### config.mk
export PLATFORM = sky130hd
export DESIGN_NAME = shift_seq_ctrl_flat
export DESIGN_NICKNAME = d
export VERILOG_FILES = /design/src/rtl/shift_seq_ctrl_pkg.sv /design/src/rtl/shift_seq_ctrl_if.sv /design/src/rtl/shift_seq_ctrl_shift_step_calc.sv /design/src/rtl/shift_seq_ctrl.sv /design/src/flat_wrapper.sv
export SDC_FILE = /design/constraint.sdc
export NUM_CORES = 1
export LEC_CHECK = 0
export ABC_AREA = 1
export BUFFER_PORTS_ARGS = -buffer_cell sky130_fd_sc_hd__buf_2
export CAP_MARGIN = 20
export CORE_ASPECT_RATIO = 0.75
export CORE_MARGIN = 5
export CORE_UTILIZATION = 49
export DETAILED_ROUTE_END_ITERATION = 8
export HOLD_SLACK_MARGIN = 0.1
export PLACE_DENSITY = 0.85
export SKIP_LAST_GASP = 1
export SLEW_MARGIN = 15
export SYNTH_ARGS = -nofsm -noshare
export SYNTH_HDL_FRONTEND = slang
export SYNTH_SLANG_ARGS = --single-unit
### constraint.sdc
create_clock -name clk -period 1.7 [get_ports clk]
set_input_delay 0.17 -clock clk [delete_from_list [all_inputs] [get_ports clk]]
set_output_delay 0.17 -clock clk [all_outputs]
set_load 0.05 [all_outputs]
### src/rtl/shift_seq_ctrl_pkg.sv
// Shared types and constants for the shift-register command sequencer.
// Holds the opcode/state encodings and the shift-amount clamp helper.
package shift_seq_pkg;

    localparam int SEQ_WIDTH = 4;
    localparam int SEQ_AMT_W = 4;
    localparam int MAX_STEP  = 3;

    typedef enum logic [1:0] {
        OP_READ = 2'b00,
        OP_LOAD = 2'b01,
        OP_SHR  = 2'b10,
        OP_SHL  = 2'b11
    } op_e;

    typedef enum logic [2:0] {
        ST_IDLE,
        ST_LOAD,
        ST_SHIFT,
        ST_SETTLE,
        ST_RSP
    } state_e;

    // Shifting by the full width or more always empties the register.
    function automatic int sat_amt(input int amt, input int width);
        return (amt > width) ? width : amt;
    endfunction

endpackage

### src/rtl/shift_seq_ctrl_if.sv
// Command and response channels between the bus-side source and the sequencer.
// master = command source / response consumer, slave = sequencer.
interface shift_seq_ctrl_if
    import shift_seq_pkg::*;
#(
    parameter int WIDTH = SEQ_WIDTH,
    parameter int AMT_W = SEQ_AMT_W
) ();

    logic             cmd_valid;
    logic             cmd_ready;
    op_e              cmd_op;
    logic [WIDTH-1:0] cmd_data;
    logic [AMT_W-1:0] cmd_amt;
    logic             rsp_valid;
    logic             rsp_ready;
    logic [WIDTH-1:0] rsp_data;

    modport master (
        output cmd_valid, cmd_op, cmd_data, cmd_amt, rsp_ready,
        input  cmd_ready, rsp_valid, rsp_data
    );

    modport slave (
        input  cmd_valid, cmd_op, cmd_data, cmd_amt, rsp_ready,
        output cmd_ready, rsp_valid, rsp_data
    );

endinterface

### src/rtl/shift_seq_ctrl_shift_step_calc.sv
// Splits a remaining shift amount into one register step (at most MAX_STEP)
// and the amount still outstanding after that step.
module shift_step_calc
    import shift_seq_pkg::*;
#(
    parameter int REM_W = 3
) (
    input  logic [REM_W-1:0] i_rem,
    output logic [1:0]       o_step,
    output logic [REM_W-1:0] o_rem_next
);

    logic [1:0] w_step;

    assign w_step     = (i_rem > REM_W'(MAX_STEP)) ? 2'(MAX_STEP) : i_rem[1:0];
    assign o_step     = w_step;
    assign o_rem_next = i_rem - REM_W'(w_step);

endmodule

### src/rtl/shift_seq_ctrl.sv
// Command sequencer driving a 4-bit barrel-step shift register: one command
// in, the required load/shift steps out, then the register contents returned.
module shift_seq_ctrl
    import shift_seq_pkg::*;
#(
    parameter int WIDTH = SEQ_WIDTH,
    parameter int AMT_W = SEQ_AMT_W
) (
    input  logic             clk,
    input  logic             rst,
    shift_seq_ctrl_if.slave  bus,
    output logic [WIDTH-1:0] sr_din,
    output logic             sr_ld,
    output logic             sr_sr,
    output logic             sr_sl,
    output logic [1:0]       sr_cnt,
    input  logic [WIDTH-1:0] sr_q,
    output logic             busy
);

    localparam int REM_W = $clog2(WIDTH + 1);

    state_e           r_state, w_state_next;
    op_e              r_op, w_op_next;
    logic [REM_W-1:0] r_rem, w_rem_next;
    logic [WIDTH-1:0] r_sr_din, w_sr_din_next;
    logic             r_sr_ld, w_sr_ld_next;
    logic             r_sr_sr, w_sr_sr_next;
    logic             r_sr_sl, w_sr_sl_next;
    logic [1:0]       r_sr_cnt, w_sr_cnt_next;
    logic [WIDTH-1:0] r_rsp_data, w_rsp_data_next;
    logic             r_rsp_valid, r_cmd_ready, r_busy;

    logic             w_accept;
    logic [REM_W-1:0] w_rem_src, w_step_rem;
    logic [1:0]       w_step;

    assign w_accept = (r_state == ST_IDLE) && r_cmd_ready && bus.cmd_valid;

    // First step is issued on the accept edge, so the calculator sees the
    // fresh command amount in IDLE and the stored remainder afterwards.
    assign w_rem_src = (r_state == ST_IDLE) ?
                       REM_W'(sat_amt(int'(bus.cmd_amt), WIDTH)) : r_rem;

    shift_step_calc #(.REM_W(REM_W)) u_step_calc (
        .i_rem      (w_rem_src),
        .o_step     (w_step),
        .o_rem_next (w_step_rem)
    );

    always_comb begin
        w_state_next    = r_state;
        w_op_next       = r_op;
        w_rem_next      = r_rem;
        w_sr_din_next   = r_sr_din;
        w_sr_ld_next    = 1'b0;
        w_sr_sr_next    = 1'b0;
        w_sr_sl_next    = 1'b0;
        w_sr_cnt_next   = 2'd0;
        w_rsp_data_next = r_rsp_data;

        unique case (r_state)
            ST_IDLE: begin
                if (w_accept) begin
                    w_op_next = bus.cmd_op;
                    case (bus.cmd_op)
                        OP_LOAD: begin
                            w_state_next  = ST_LOAD;
                            w_sr_ld_next  = 1'b1;
                            w_sr_din_next = bus.cmd_data;
                        end
                        OP_SHR, OP_SHL: begin
                            if (w_rem_src != '0) begin
                                w_state_next  = ST_SHIFT;
                                w_sr_sr_next  = (bus.cmd_op == OP_SHR);
                                w_sr_sl_next  = (bus.cmd_op == OP_SHL);
                                w_sr_cnt_next = w_step;
                                w_rem_next    = w_step_rem;
                            end else begin
                                w_state_next = ST_SETTLE;
                            end
                        end
                        default: w_state_next = ST_SETTLE;
                    endcase
                end
            end
            ST_LOAD: w_state_next = ST_SETTLE;
            ST_SHIFT: begin
                if (r_rem != '0) begin
                    w_sr_sr_next  = (r_op == OP_SHR);
                    w_sr_sl_next  = (r_op == OP_SHL);
                    w_sr_cnt_next = w_step;
                    w_rem_next    = w_step_rem;
                end else begin
                    w_state_next = ST_SETTLE;
                end
            end
            ST_SETTLE: begin
                w_rsp_data_next = sr_q;
                w_state_next    = ST_RSP;
            end
            ST_RSP: begin
                if (r_rsp_valid && bus.rsp_ready) begin
                    w_state_next = ST_IDLE;
                end
            end
            default: w_state_next = ST_IDLE;
        endcase
    end

    always_ff @(posedge clk or negedge rst) begin
        if (!rst) begin
            r_state     <= ST_IDLE;
            r_op        <= OP_READ;
            r_rem       <= '0;
            r_sr_din    <= '0;
            r_sr_ld     <= 1'b0;
            r_sr_sr     <= 1'b0;
            r_sr_sl     <= 1'b0;
            r_sr_cnt    <= 2'd0;
            r_rsp_data  <= '0;
            r_rsp_valid <= 1'b0;
            r_cmd_ready <= 1'b0;
            r_busy      <= 1'b0;
        end else begin
            r_state     <= w_state_next;
            r_op        <= w_op_next;
            r_rem       <= w_rem_next;
            r_sr_din    <= w_sr_din_next;
            r_sr_ld     <= w_sr_ld_next;
            r_sr_sr     <= w_sr_sr_next;
            r_sr_sl     <= w_sr_sl_next;
            r_sr_cnt    <= w_sr_cnt_next;
            r_rsp_data  <= w_rsp_data_next;
            r_rsp_valid <= (w_state_next == ST_RSP);
            r_cmd_ready <= (w_state_next == ST_IDLE);
            r_busy      <= (w_state_next != ST_IDLE);
        end
    end

    assign sr_din        = r_sr_din;
    assign sr_ld         = r_sr_ld;
    assign sr_sr         = r_sr_sr;
    assign sr_sl         = r_sr_sl;
    assign sr_cnt        = r_sr_cnt;
    assign busy          = r_busy;
    assign bus.cmd_ready = r_cmd_ready;
    assign bus.rsp_valid = r_rsp_valid;
    assign bus.rsp_data  = r_rsp_data;

endmodule

### src/flat_wrapper.sv
// flat-port wrapper written by rule: the top's interface ports become plain ports
module shift_seq_ctrl_flat import shift_seq_pkg::*;
#(
    parameter int WIDTH = SEQ_WIDTH,
    parameter int AMT_W = SEQ_AMT_W
)
  (clk, rst, sr_din, sr_ld, sr_sr, sr_sl, sr_cnt, sr_q, busy, bus_cmd_valid, bus_cmd_op, bus_cmd_data, bus_cmd_amt, bus_rsp_ready, bus_cmd_ready, bus_rsp_valid, bus_rsp_data);
  shift_seq_ctrl_if #(.WIDTH(WIDTH), .AMT_W(AMT_W)) bus_i ();
  input  logic clk;
  input  logic rst;
  output logic [WIDTH-1:0] sr_din;
  output logic sr_ld;
  output logic sr_sr;
  output logic sr_sl;
  output logic [1:0] sr_cnt;
  input  logic [WIDTH-1:0] sr_q;
  output logic busy;
  input wire logic [$bits(bus_i.cmd_valid)-1:0] bus_cmd_valid;
  input wire logic [$bits(bus_i.cmd_op)-1:0] bus_cmd_op;
  input wire logic [$bits(bus_i.cmd_data)-1:0] bus_cmd_data;
  input wire logic [$bits(bus_i.cmd_amt)-1:0] bus_cmd_amt;
  input wire logic [$bits(bus_i.rsp_ready)-1:0] bus_rsp_ready;
  output wire logic [$bits(bus_i.cmd_ready)-1:0] bus_cmd_ready;
  output wire logic [$bits(bus_i.rsp_valid)-1:0] bus_rsp_valid;
  output wire logic [$bits(bus_i.rsp_data)-1:0] bus_rsp_data;
  assign bus_i.cmd_valid = bus_cmd_valid;
  assign bus_i.cmd_op = bus_cmd_op;
  assign bus_i.cmd_data = bus_cmd_data;
  assign bus_i.cmd_amt = bus_cmd_amt;
  assign bus_i.rsp_ready = bus_rsp_ready;
  assign bus_cmd_ready = bus_i.cmd_ready;
  assign bus_rsp_valid = bus_i.rsp_valid;
  assign bus_rsp_data = bus_i.rsp_data;
  shift_seq_ctrl #(.WIDTH(WIDTH), .AMT_W(AMT_W)) u_core (.clk(clk), .rst(rst), .bus(bus_i), .sr_din(sr_din), .sr_ld(sr_ld), .sr_sr(sr_sr), .sr_sl(sr_sl), .sr_cnt(sr_cnt), .sr_q(sr_q), .busy(busy));
endmodule
==> qor.txt <==
Port Buffers: 33
Synth top area share: 54.1%
FF-to-FF End: u_core.r_rem[2]$_DFFE_PN0P_
WL/cell: 14.0 um
Post-Synth XOR/XNOR Area: 0.789%
Worst Skew: 2.56 ps
CTS tree: done
Leakage power: 0.818 nW
DRC viols: 0
Post-synthesis cell area: 1110 um2
Compound-Gate Fraction of Synth Area: 6.20%
H-tree depth: 1
Die ar.: 3330 um2
Part of the Yosys area used for sequential elements: 54.1%
Pre-antenna DRT Iters: 4
Inserted Diodes: 0
Vias per inst: 5.06
Fmax: 623 MHz
Routed WL: 2710 um
I/O pin count: 34
Fraction of registers with async set/reset: 100%
WP data required: 1930 ps
CTS Root Cell: clkbuf_4
Pins Over Slew Limit: 0
Vias in the first global route: 999
Worst vdd ir: 1.18 mV
First-pass GRT wire length: 4500 um
Largest net degree at the start of global routing: 25
Critical path class: register to register
Crit path launch type: register
Worst path most repeated cell: nand2_1
DR vias: 976
Most frequent cell after synthesis: nand2_1
# rows: 14
R2r startpoint: u_core.r_state[1]$_DFF_PN0_
Largest family of logic cells by synthesized area: simple AND/OR/NAND/NOR gates
GRT overflow: 0
Synthesized-area fraction occupied by adder cells: 1.13%
Average size of a mapped cell: 9.33 um2
Commonest cells in the netlist: nand2_1 (38), dfrtp_1 (24), inv_1 (16), nand3_1 (9)
DP Cell Count: 176
Number of flops mapped to enable cells by yosys: 0
Initial Utilization: 53.2%
Area grow syn2layout: 32.5%
Power per cell area: 2200 nW/um2
Die Ht: 51.2 um
Antenna viol nets, final: 0
Final core occ: 70.5%
Min Clock Period, post-route: 1610 ps
Worst hold slack: 133 ps
Cell taking the most area after synthesis: dfrtp_1
Cells after Synth: 119
Worst reg2reg path depth: 10
CORE AREA: 2080 um2
Critical path, cell by cell: nor2_4, nand3_1, nand2_2, inv_2, a21oi_2, inv_1, ha_1, xnor2_1, nand2_1, nand2_1
Post-synthesis mux area share: 5.07%
Number of library cell types mapped by synthesis: 22
Final hold viol count: 0
Max clock buf depth: 2
Yosys warns: 0
Max_slew headroom: 64.6%
Hpwl dp: 1870 um
DRT iter0 DRCs: 29
Reg clk slew, reported paths: 130 ps
GRT Util Overall: 18.2%
Synthesized Nets: 138
CP Launch Point: u_core.r_state[1]$_DFF_PN0_
GPL Wtd Cong: 0.745
Clk Latency, worst-skew pair: 320 ps
Synth area leaders: dfrtp_1 (54%), nand2_1 (13%), inv_1 (5.4%), mux2_2 (5.1%), nand3_1 (4.1%)
CP Depth: 10
CP max stage delay: 460 ps
R2r setup slk: 90 ps
#FFs+latches synth: 24
Worst Path Arrival: 1830 ps
Num CTS Buffers: 3
Crit path to: u_core.r_rem[2]$_DFFE_PN0P_
Final non-filler cell total: 193
Layout cells sized above 1: 34.3%
Finish-stage setup viols: 0
WP buf/inv: 2
Crit. End Element: register
Max-Cap Viols: 0
Outcome: finished clean
Critical-path top delay cell: dfrtp_2
Simple-gate share of the synthesized area: 26.9%
Largest delay share family, worst path: flip-flops
CTS sink cnt: 24
Final worst-path cycle share: 94.5%
Hold Crit Class: input port to register
Slew @ Worst Pin: 531 ps
Most used flip-flop cell after synthesis: dfrtp_1
Chip width: 65.0 um
Initial antenna violation count: 0
CP max FO: 4
Fin nets: 189
[report_power, final]
part | switching [mW] | internal, mW
registers | 0.156 | 0.828
clock network | 0.176 | 0.131
logic | 1.34 | 0.597
total | 1.67 | 1.56
[placed cells by master (no fill, tap or decap), drive strengths merged, types with 4 or more instances in the layout]
master / n
mux2: 5
nand2: 40
clkbuf: 4
nand3: 12
nor2: 5
a21oi: 6
dlygate4sd3: 10
buf: 36
inv: 17
dfrtp: 24
[logic make-up (layout without fill, tap and decap cells)]
logic type / after synthesis / in the layout
fa+ha+maj: 1 / 1
compound gates: 12 / 12
buf+inv: 17 / 67
mux: 5 / 5
simple gates: 59 / 59
flops: 24 / 24
xor+xnor: 1 / 1
[worst min-delay path: cells and delay by family]
family                 cells  cell delay (ps)
AO/OA/AOI/OAI              1               90
AND/OR/NAND/NOR            1               40
buffers and inverters      2              130
[timing repair]
action,4_1_cts,5_1_grt
resized for setup,0,4
endpoints found under the setup margin,0,2
hold buffers,10,0
buffers inserted,0,3
endpoints found under the hold margin,33,0
[layout make-up]
cell class	count	area [um2]
sequential	24	603
clock buffer	4	36.3
tap	24	30.0
inverter	17	63.8
fill	154	614
multi-input combinational	78	449
timing repair buffer	46	288
[how the worst min path moves through the flow]
stage | startpoint | to | slack (ps) | cells after the start
final | bus_rsp_ready | u_core.bus.rsp_valid$_DFF_PN0_ | 130 | 4
after global routing | bus_cmd_op[1] | u_core.r_op[1]$_DFFE_PN0P_ | 130 | 2
after CTS | bus_rsp_ready | u_core.bus.rsp_valid$_DFF_PN0_ | 140 | 4
after detailed placement | rst | u_core.sr_din[1]$_DFFE_PN0P_ | 170 | 1
after global placement | rst | u_core.sr_din[2]$_DFFE_PN0P_ | 170 | 1
after floorplan | rst | u_core.bus.cmd_ready$_DFF_PN0_ | -130 | 0
[routing by layer]
metal | track usage [%] | wire length (um)
met3 | 6.58 | 194
met1 | 21.7 | 1130
met2 | 30.2 | 1350
met5 | 0 | 0
met4 | 7.37 | 31
[through the flow]
stage	setup WS (ps)	setup TNS [ps]	cell area, um2	power, mW
floorplan	169	0	1110	2.38
global placement	140	0	1310	2.70
detailed placement	69.4	0	1310	2.80
CTS	27.2	0	1440	3.12
global route	-16.9	-16.9	1470	3.46
finish	93.8	0	1470	3.23
[registers in the layout, summed over array words and instances (netlist names)]
register and flops:
u_core.bus.rsp_data 4, u_core.r_state 3, u_core.sr_sr 1, u_core.busy 1, u_core.r_op 2, u_core.sr_sl 1
u_core.r_rem 3, u_core.bus.rsp_valid 1, u_core.bus.cmd_ready 1, u_core.sr_din 4, u_core.sr_cnt 2, u_core.sr_ld 1
No activity file was read; power rests on OpenSTA's default activity.
